<file path="src/rtl/counting_signals_popcount4.sv">
// counting_signals_popcount4: combinational count of high bits among four 1-bit inputs (0..4).
module counting_signals_popcount4 (
    input  logic       i_a,
    input  logic       i_b,
    input  logic       i_c,
    input  logic       i_d,
    output logic [2:0] o_cnt
);
    assign o_cnt = {2'b00, i_a} + {2'b00, i_b} + {2'b00, i_c} + {2'b00, i_d};
endmodule

</file>
<file path="src/rtl/counting_signals.sv">
// counting_signals: switch-gated popcount of in0..in3 with a registered copy and a post-reset valid flag.
module counting_signals (
    input  logic       clk,
    input  logic       rst,
    input  logic       switch,
    input  logic       in0,
    input  logic       in1,
    input  logic       in2,
    input  logic       in3,
    output logic [2:0] out,
    output logic [2:0] out_q,
    output logic       out_vld
);
    localparam int CNT_W = 3;
    logic [CNT_W-1:0] w_cnt;
    logic [CNT_W-1:0] r_q;
    logic             r_vld;
    counting_signals_popcount4 u_pop (
        .i_a   (in0),
        .i_b   (in1),
        .i_c   (in2),
        .i_d   (in3),
        .o_cnt (w_cnt)
    );
    // Disabled means driven zero; out stays live through reset.
    assign out = switch ? w_cnt : '0;
    always_ff @(posedge clk or posedge rst) begin
        if (rst) begin
            r_q   <= '0;
            r_vld <= 1'b0;
        end else begin
            r_q   <= out;
            r_vld <= 1'b1;
        end
    end
    assign out_q   = r_q;
    assign out_vld = r_vld;
endmodule

</file>
<file path="config.mk">
export PLATFORM = sky130hd
export DESIGN_NAME = counting_signals
export DESIGN_NICKNAME = d
export VERILOG_FILES = /design/src/rtl/counting_signals_popcount4.sv /design/src/rtl/counting_signals.sv
export SDC_FILE = /design/constraint.sdc
export NUM_CORES = 1
export LEC_CHECK = 0
export CAP_MARGIN = 40
export CORE_AREA = 2 2 39 41
export DETAILED_ROUTE_END_ITERATION = 10
export DIE_AREA = 0 0 41 43
export HOLD_SLACK_MARGIN = 0.06
export PLACE_DENSITY = 0.44
export SLEW_MARGIN = 0
export SYNTH_ARGS = -nofsm -noshare
export SYNTH_HDL_FRONTEND = slang
export SYNTH_SLANG_ARGS = --single-unit
export TNS_END_PERCENT = 5
</file>
<file path="constraint.sdc">
create_clock -name clk -period 3.65 [get_ports clk]
set_input_delay 0.9125 -clock clk [delete_from_list [all_inputs] [get_ports clk]]
set_output_delay 0.9125 -clock clk [all_outputs]
set_load 0.02 [all_outputs]
</file>
After elaboration in Yosys (flattened, before gate mapping)

Cells that the tools add are included.

Register bits after elaboration: 4
Word-level logic and storage cells: 6
Output and inout port bits: 7

Add/subtract/negate cells: 3
Muxes and demuxes: 1

Operators with widths:

| operator      | count |
|---|---|
| $add A3 B1 Y3 | 2 |
| $mux W3       | 1 |
| $add A1 B1 Y2 | 1 |

Logic depth before layout (Yosys ltp)

Depth in word-level cells: 4
Mapped depth: 6
Depth with buffers taken out: 6

Modules after synthesis

A second synthesis with hierarchy kept.

Cell total of the unflattened synthesis: 17
Area, all modules: 190.2 µm²

By module, submodules not included:

| module                     | area an instance (µm²) | cells an instance | seq. area each (µm²) | instances |
|---|---|---|---|---|
| counting_signals           | 126.4                  | 9                 | 100.1                | 1 |
| counting_signals_popcount4 | 63.8                   | 8                 | 0.0                  | 1 |

Least setup slack after synthesis

Ideal clock, no wire load.

Kind: input port to output port
From: input port in0
To: output port out[1]
Stages: 6
Setup slack: 708 ps
Data arrival time: 2029 ps
Buffers on the path: 0
Path through: ha_1 > inv_1 > fa_1 > inv_1 > ha_1 > and2_1

Longest elaborated chain between the ends: 4

Ends and longest elaborated chain:

| what                       | RTL line                        | RTL |
|---|---|---|
| start, declared            | counting_signals.sv:6           | `input logic in0,` |
| $add A1 B1 Y2              | counting_signals_popcount4.sv:9 | `assign o_cnt = {2'b00, i_a} + {2'b00, i_b} + {2'b00, i_c} + {2'b00, i_d};` |
| $add A3 B1 Y3 (2 in a row) | counting_signals_popcount4.sv:9 |  |
| $mux W3                    | counting_signals.sv:26          | `assign out = switch ? w_cnt : '0;` |
| end, declared              | counting_signals.sv:10          | `output logic [2:0] out,` |

Every way passes these cells.

Worst setup path in the final report

From: input port in1
To: output port out[1]

Longest elaborated chain between the ends: 4

Ends and longest elaborated chain:

| what                       | RTL line                        | RTL |
|---|---|---|
| start, declared            | counting_signals.sv:7           | `input logic in1,` |
| $add A1 B1 Y2              | counting_signals_popcount4.sv:9 |  |
| $add A3 B1 Y3 (2 in a row) | counting_signals_popcount4.sv:9 |  |
| $mux W3                    | counting_signals.sv:26          |  |

Every way passes these cells.

==> results.sh <==
export IMPL_status="finished clean"
export IMPL_avgSynthCellArea_sq_um=12.1
export IMPL_synth_top_area_share_pct=51.6
export IMPL_die_x_um=41
export IMPL_drt_initial_drc_count=0
export IMPL_max_freq_mhz=285
export IMPL_hpwl_um=359
export IMPL_final_nets=44
export IMPL_cts_buffers=3
export IMPL_pre_cts_slack_ns=-0.235
export IMPL_cts_tree="done"
export IMPL_gp_congestion=0.612
export IMPL_antenna_diode_count=0
export IMPL_setup_ws_ns=0.144
export IMPL_synth_area_leader_cell="dfrtp_1"
export IMPL_grtUsageTotal_pct=6.23
export IMPL_ctsHoldBuffers=0
export IMPL_hold_viol=0
export IMPL_setup_viol=0
export IMPL_io_pins=14
export IMPL_synth_area_top_cells="dfrtp_1 (52%), ha_1 (13%), fa_1 (10%)"
export IMPL_drtPass1Iterations=1
export IMPL_syn_area_sq_um=194
export IMPL_synth_main_ff_cell="dfrtp_1"
export IMPL_layout_drive_gt1_share_pct=18.8
export IMPL_clk_path_buf_depth=2
export IMPL_crit_fanout=2
export IMPL_die_area_sq_um=1760
export IMPL_portBuffers=13
export IMPL_min_period_ns=3.51
export IMPL_dp_cells=45
export IMPL_htreeDepth=1
export IMPL_die_h_um=43
export IMPL_area_delta_synth_final_pct=83.2
export IMPL_instances_no_fill=48
export IMPL_max_cap_violations=0
export IMPL_vias=159
export IMPL_ys_types=7
export IMPL_synth_edf_count=0
export IMPL_clk_pin_slew_ns=0.04
export IMPL_cts_root_buffer_cell="clkbuf_4"
export IMPL_crit_path_top_delay_cell="clkdlybuf4s50_1"
export IMPL_ys_warn_count=0
export IMPL_leakage_nw=0.185
export IMPL_cts_sinks=4
export IMPL_start_util_pct=14.0
export IMPL_critPathCaptureType="output port"
export IMPL_start_kind="primary input"
export IMPL_grt_start_max_net_pins=5
export IMPL_crit_required_ns=2.74
export IMPL_antenna_left=0
export IMPL_finalWirelength_um=418
export IMPL_vias_per_cell=3.31
export IMPL_synth_seq_cells=4
export IMPL_async_flop_share_pct=100
export IMPL_overflow=0
export IMPL_finalCritPeriodShare_pct=96.1
export IMPL_path_class="primary input to output port"
export IMPL_cp_cell_sequence="clkdlybuf4s50_1, ha_1, inv_1, fa_1, inv_1, ha_1, and2_1, buf_2"
export IMPL_first_global_vias=177
export IMPL_seq_area_frac_synth_pct=51.6
export IMPL_cts_setup_buffers=0
export IMPL_antenna_found_initial=0
export IMPL_power_density_nw_per_um2=396
export IMPL_syn_inst=16
export IMPL_wl_per_cell_um=8.71
export IMPL_num_rows=14
export IMPL_slew_violations=0
export IMPL_synth_most_common_cell="inv_1"
export IMPL_worstPathArrival_ns=2.59
export IMPL_holdWs_ns=0.880
export IMPL_worst_hold_path_type="primary input to async pin"
export IMPL_p_total_mw=0.141
export IMPL_synth_nets=26
export IMPL_core_sq_um=1380
export IMPL_grt_pass1_wl_um=655
export IMPL_ir_worst_vdd_v=0.0000703
export IMPL_setup_tns_ns=0
export IMPL_cp_slowest_stage_delay_ns=0.41
export IMPL_drc=0
export IMPL_synth_commonest_cells="inv_1 (5), dfrtp_1 (4), and2_1 (2), ha_1 (2)"
export IMPL_rsz0062_at_grt="no"
stage by stage:
stage	utilization [%]	instance area (sq um)
5_1_grt	25.7	355
6_report	25.7	355
4_1_cts	26.4	365
2_1_floorplan	-	194
3_3_place_gp	24.9	344
3_5_place_dp	24.9	344
what timing repair did:
item,4_1_cts,5_1_grt
resized for setup,5,3
hold endpoints to repair,0,0
setup endpoints to repair,3,2
cell usage in the layout (no fill, tap or decap), drive strengths merged:
master / n
and2: 2
buf: 1
clkbuf: 4
clkdlybuf4s50: 10
conb: 1
dfrtp: 4
dlygate4sd2: 1
fa: 1
ha: 2
inv: 5
nor2b: 1
critical path, delay by kind of cell:
family | cells | cell delay, ns
buffers and inverters | 4 | 0.67
adder cells (fa/ha/maj) | 3 | 0.84
AND/OR/NAND/NOR | 1 | 0.16
per-layer routing:
layer	track usage (%)	vias to the layer above	part of all wire [%]
li1	-	76	-
met1	4.52	69	35
met2	9.38	14	49
met3	1.57	0	17
met4	10.0	0	0
met5	0	-	0
power by group:
group	switching, mW	internal, mW	total (mW)	leakage (nW)
clock network	0.0174	0.0367	0.0542	0.0138
logic	0.0183	0.0194	0.0377	0.121
registers	0.000871	0.0480	0.0489	0.0511
layout make-up:
cell class / instances / area [sq um]
tap: 16 / 20.0
fill: 153 / 1030
clock buffer: 3 / 22.5
timing repair buffer: 13 / 119
inverter: 5 / 18.8
multi-input combinational: 7 / 75.1
sequential: 4 / 100
registers in the layout, indices dropped and copies added (netlist names):
signal and count:
out_q 3, out_vld 1
worst paths after layout:
kind	startpoint	end	slack, ns	cells past startpoint
max in group asynchronous	rst	out_q[2]$_DFF_PP0_	2.61	2
hold / removal	rst	out_q[1]$_DFF_PP0_	0.88	2
setup / recovery	in1	out[1]	0.14	8
min in group clk	switch	out_q[0]$_DFF_PP0_	1.28	2
cells by family after synthesis:
| group | Yosys count | share of synthesized area [%] |
|---|---|---|
| buf+inv | 5 | 9.68 |
| flops | 4 | 51.6 |
| fa+ha+maj | 3 | 23.2 |
| simple gates | 3 | 13.5 |
| other cells | 1 | 1.93 |
Note: power is estimated with default switching activity, not from simulation.
